<file path="src/rtl/alu_result_select.sv">
// Result-select stage: ORs enabled ALU unit lanes, flags non-one-hot selects, and presents the
// record through a registered valid/ready output with a 2-entry skid. Optional perf counters
// are enabled by defining ALU_RESULT_SELECT_PERF_EN.
module alu_result_select #(
    parameter int unsigned WIDTH     = 32,
    parameter int unsigned NUM_UNITS = 3,
    parameter int unsigned SEL_W     = $clog2(NUM_UNITS)
) (
    input  logic                       clk,
    input  logic                       rst_n,
    input  logic [NUM_UNITS*WIDTH-1:0] in_data,
    input  logic [NUM_UNITS-1:0]       en,
    input  logic                       in_valid,
    output logic                       in_ready,
    output logic [WIDTH-1:0]           out_data,
    output logic [SEL_W-1:0]           out_sel,
    output logic                       out_err,
    output logic                       out_valid,
    input  logic                       out_ready
`ifdef ALU_RESULT_SELECT_PERF_EN
    ,
    output logic [15:0]                perf_xfer_cnt,
    output logic [15:0]                perf_err_cnt
`endif
);

    typedef enum logic [1:0] {
        StEmpty,
        StOne,
        StTwo
    } state_e;

    state_e state_q, state_d;

    logic [WIDTH-1:0] rec_data;
    logic [SEL_W-1:0] rec_sel;
    logic             rec_err;
    int unsigned      rec_ones;

    logic [WIDTH-1:0] out_data_q, out_data_d;
    logic [SEL_W-1:0] out_sel_q, out_sel_d;
    logic             out_err_q, out_err_d;
    logic             out_valid_q, out_valid_d;
    logic             in_ready_q, in_ready_d;

    logic [WIDTH-1:0] skid_data_q, skid_data_d;
    logic [SEL_W-1:0] skid_sel_q, skid_sel_d;
    logic             skid_err_q, skid_err_d;

    logic accept;
    logic pop;
    logic load_out;
    logic load_skid;
    logic out_from_skid;

    // Walk lanes high to low so the last hit leaves the lowest set index in rec_sel.
    always_comb begin
        rec_data = '0;
        rec_sel  = '0;
        rec_ones = 0;
        for (int i = NUM_UNITS - 1; i >= 0; i--) begin
            if (en[i]) begin
                rec_data = rec_data | in_data[i*WIDTH +: WIDTH];
                rec_sel  = SEL_W'(i);
                rec_ones = rec_ones + 1;
            end
        end
        rec_err = (rec_ones != 1);
    end

    assign accept = in_valid && in_ready_q;
    assign pop    = out_valid_q && out_ready;

    always_comb begin
        state_d       = state_q;
        load_out      = 1'b0;
        load_skid     = 1'b0;
        out_from_skid = 1'b0;
        unique case (state_q)
            StEmpty: begin
                if (accept) begin
                    state_d  = StOne;
                    load_out = 1'b1;
                end
            end
            StOne: begin
                if (accept && pop) begin
                    load_out = 1'b1;
                end else if (accept) begin
                    state_d   = StTwo;
                    load_skid = 1'b1;
                end else if (pop) begin
                    state_d = StEmpty;
                end
            end
            StTwo: begin
                if (pop) begin
                    state_d       = StOne;
                    out_from_skid = 1'b1;
                end
            end
            default: state_d = StEmpty;
        endcase
    end

    always_comb begin
        out_data_d  = out_data_q;
        out_sel_d   = out_sel_q;
        out_err_d   = out_err_q;
        skid_data_d = skid_data_q;
        skid_sel_d  = skid_sel_q;
        skid_err_d  = skid_err_q;
        if (load_out) begin
            out_data_d = rec_data;
            out_sel_d  = rec_sel;
            out_err_d  = rec_err;
        end else if (out_from_skid) begin
            out_data_d = skid_data_q;
            out_sel_d  = skid_sel_q;
            out_err_d  = skid_err_q;
        end
        if (load_skid) begin
            skid_data_d = rec_data;
            skid_sel_d  = rec_sel;
            skid_err_d  = rec_err;
        end
        // Handshake flags are registered from the next state so in_ready never sees out_ready.
        out_valid_d = (state_d != StEmpty);
        in_ready_d  = (state_d != StTwo);
    end

    always_ff @(posedge clk) begin
        if (!rst_n) begin
            state_q     <= StEmpty;
            out_data_q  <= '0;
            out_sel_q   <= '0;
            out_err_q   <= 1'b0;
            out_valid_q <= 1'b0;
            in_ready_q  <= 1'b1;
            skid_data_q <= '0;
            skid_sel_q  <= '0;
            skid_err_q  <= 1'b0;
        end else begin
            state_q     <= state_d;
            out_data_q  <= out_data_d;
            out_sel_q   <= out_sel_d;
            out_err_q   <= out_err_d;
            out_valid_q <= out_valid_d;
            in_ready_q  <= in_ready_d;
            skid_data_q <= skid_data_d;
            skid_sel_q  <= skid_sel_d;
            skid_err_q  <= skid_err_d;
        end
    end

    assign out_data  = out_data_q;
    assign out_sel   = out_sel_q;
    assign out_err   = out_err_q;
    assign out_valid = out_valid_q;
    assign in_ready  = in_ready_q;

`ifdef ALU_RESULT_SELECT_PERF_EN
    logic [15:0] xfer_cnt_q;
    logic [15:0] err_cnt_q;

    // Saturating counters; they stick at all-ones rather than wrap.
    always_ff @(posedge clk) begin
        if (!rst_n) begin
            xfer_cnt_q <= '0;
            err_cnt_q  <= '0;
        end else if (pop) begin
            if (xfer_cnt_q != 16'hFFFF) begin
                xfer_cnt_q <= xfer_cnt_q + 16'd1;
            end
            if (out_err_q && (err_cnt_q != 16'hFFFF)) begin
                err_cnt_q <= err_cnt_q + 16'd1;
            end
        end
    end

    assign perf_xfer_cnt = xfer_cnt_q;
    assign perf_err_cnt  = err_cnt_q;
`endif

endmodule

</file>
<file path="config.mk">
export PLATFORM = sky130hd
export DESIGN_NAME = alu_result_select
export DESIGN_NICKNAME = d
export VERILOG_FILES = /design/src/rtl/alu_result_select.sv
export SDC_FILE = /design/constraint.sdc
export NUM_CORES = 1
export LEC_CHECK = 0
export CELL_PAD_IN_SITES_DETAIL_PLACEMENT = 1
export CELL_PAD_IN_SITES_GLOBAL_PLACEMENT = 1
export CORE_ASPECT_RATIO = 1.5
export CORE_MARGIN = 2
export CORE_UTILIZATION = 33
export DETAILED_ROUTE_END_ITERATION = 8
export PLACE_DENSITY_LB_ADDON = 0.1
export SLEW_MARGIN = 20
export SYNTH_ARGS = -nofsm -noshare
export SYNTH_HDL_FRONTEND = slang
export SYNTH_SLANG_ARGS = --single-unit
</file>
<file path="constraint.sdc">
create_clock -name clk -period 4.3 [get_ports clk]
set_clock_uncertainty 0.05 [all_clocks]
set_input_delay 0.86 -clock clk [delete_from_list [all_inputs] [get_ports clk]]
set_output_delay 0.86 -clock clk [all_outputs]
set_load 0.03 [all_outputs]
</file>
==> flow_summary.yaml <==
clock_tree:
  cts_inserted_buffers: 9
  htreeDepth: 3
  numClockSinks: 74
  clkTransAtPathRegs_ps: 50
  clock_latency_ps: 330
  cts_setup_buffers: 0
  cts_tree: "done"
  cts_resized: 0
  cts_root_buffer: "clkbuf_16"
  cts_hold_buf: 0
  cts_buffer_depth: 2
worst_setup_path:
  start_kind: "input port"
  path_cells: "clkdlybuf4s50_1 -> buf_4 -> a222oi_1 -> a221oi_1"
  cp_top_family: "buffers and inverters"
  slowest_delay_ps: 920
  crit_slowest_cell: "clkdlybuf4s50_1"
  end_kind: "register"
  setup.worst_path.class: "in -> reg"
  cp_max_fo: 24
  crit_arrival_ps: 2770
  path_buf_inv: 2
  crit_required_ps: 4420
synthesis:
  synthMuxAreaShare: 0.00923
  synth_compound_area_frac: 0.343
  synth_fa_ha_area_frac: 0.0115
  netlist_area_um2: 3250
  synthSimpleGateAreaFrac: 0.117
  synth_area_per_cell_um2: 9.13
  post_synth_num_cell_types: 30
  ys_seq_area_frac: 0.456
  syn_nets: 462
  synth-edff-count: 0
  synth_top_family_by_area: "compound AO/OA/AOI/OAI gates"
  synth_flop_cell: "dfxtp_1"
  synth-xor-area-share: 0
  async_reset_ff_frac: 0
  synthCells: 356
  yosys_warnings: 0
  ys_seq_elements: 74
placed_design:
  io_buffers: 139
  hpwl_um: 7420
  gp_congestion: 0.690
  dpl_cell_area_um2: 4680
cells_and_area:
  drive_gt1_frac: 0.0646
  layout-area-overhead-vs-synth_pct: 52.2
  finalInstanceArea_um2: 4950
  final_nets: 581
  n_fill_cell: 1107
  insertedDiodeCount: 0
grt:
  grt_pass1_vias: 3553
  grt_use_total: 0.208
  grt_pass1_wl_um: 17700
  gr-total-overflow: 0
  antenna_found_initial: 0
  grt_max_degree: 68
routing:
  wl_um: 11100
  viasPerCell: 5.75
  post_drt_wl_per_cell_um: 18.6
  first_iter_violations: 204
  ant_nets: 0
  route.detailed.drc: 0
  first_pass_iters: 6
  via_count: 3421
die:
  die_y_um: 126
  core-area_um2: 9630
  start_util: 0.338
  ioPinCount: 140
  die-area_um2: 10700
  fp.dieW_um: 85.1
  rows: 44
power_and_ir_drop:
  leakage_nw: 1.73
  powerDensity_nw_per_um2: 407
  ir_drop_uv: 252
hold_path:
  hold_path.class: "reg -> reg"
sta:
  relSlewSlack: 0.317
  tns_ps: 0
  slew_viol_final: 0
  post-route-period-util: 0.616
  rsz0062_at_grt: "no"
  tightest_slew_ps: 1020
  period_needed_ps: 2650
  fmax_mhz: 378
  finalHoldViolations: 0
  setup_viol: 0
outcome:
  run_status: "finished clean"
flow_run:
  drv_cap: 0
cell families after synthesis:
kind of cell | Yosys count
compound gates | 143
simple gates | 88
flops | 74
buf+inv | 45
mux | 3
fa+ha+maj | 3
synth_stat cells, drive strengths merged, types with 2 or more instances:
cell,number,area [um^2]
dfxtp,74,1480
a21oi,39,195
nand2,38,143
nor2,38,143
a211oi,33,268
a222oi,32,320
a221oi,31,272
clkbuf,23,86.3
buf,18,106
o21ai,5,25.0
inv,4,15.0
ha,3,37.5
mux2i,3,30.0
and3,2,12.5
nor2b,2,12.5
nor3b,2,20.0
layout make-up:
type	count	area [um^2]	share of cell area
timing repair buffer	149	1470	0.296
clock buffer	13	250	0.0506
multi-input combinational	237	1580	0.318
clock inverter	3	15.0	0.00303
inverter	4	17.5	0.00354
tap	115	144	0.0291
sequential	74	1480	0.299
stage by stage:
step,worst slack (ps),total power [mW],utilization,hold slack (ps),std cells
3_5_place_dp,1350,1.36,0.486,407,579
2_1_floorplan,1990,1.11,-,379,356
3_3_place_gp,1380,1.34,0.486,399,579
5_1_grt,1560,2.11,0.514,443,595
6_report,1650,2.01,0.514,414,595
4_1_cts,1670,2.04,0.514,422,595
sequential cells by signal (all words and copies together), names as in the netlist:
signal	flops
skid_err_q	1
skid_data_q	32
out_valid	1
in_ready	1
out_data	32
out_sel	2
out_err	1
state_q	2
skid_sel_q	2
per-layer routing:
layer	share of wire	routed length, um	vias up	track usage
li1	-	-	1621	-
met1	0.41	4580	1689	0.234
met2	0.53	5850	104	0.384
met3	0.049	545	7	0.0482
met4	0.0099	110	0	0.0598
met5	0	0	-	0
where the power goes:
group | internal (mW) | switching, mW
Combinational | 0.254 | 0.280
Sequential | 0.762 | 0.0435
Clock | 0.404 | 0.271
placed cells by master (no fill, tap or decap):
cell type,instances
a211oi_1,29
a211oi_2,4
a21boi_4,1
a21oi_1,39
a221oi_1,31
a222oi_1,32
a41oi_1,1
and2_1,1
and3_1,2
and3b_1,1
and4b_1,1
buf_4,10
clkbuf_1,3
clkbuf_16,9
clkbuf_8,1
clkdlybuf4s50_1,139
clkinv_2,3
dfxtp_1,74
ha_1,3
inv_1,3
inv_4,1
mux2i_1,3
nand2_1,38
nand4b_1,1
nor2_1,38
nor2b_1,2
nor3_4,1
nor3b_1,1
nor3b_4,1
o21a_1,1
o21ai_0,4
o21ai_1,1
or3_1,1
tightest hold or removal path: stages (launching register included):
cell and delay (ps):
dfxtp_1 310, nand2_1 60, a21oi_1 50
path summary, 6_finish.rpt:
kind | from | end | slack, ps | cells past startpoint
min reg2reg | out_sel[1] | out_sel[1] | 410 | 2
min | out_sel[1] | out_sel[1] | 410 | 2
max | en[0] | out_data[26] | 1650 | 4
max reg2reg | state_q[0] | skid_data_q[1] | 2360 | 5
Note: power is estimated with default switching activity, not from simulation.
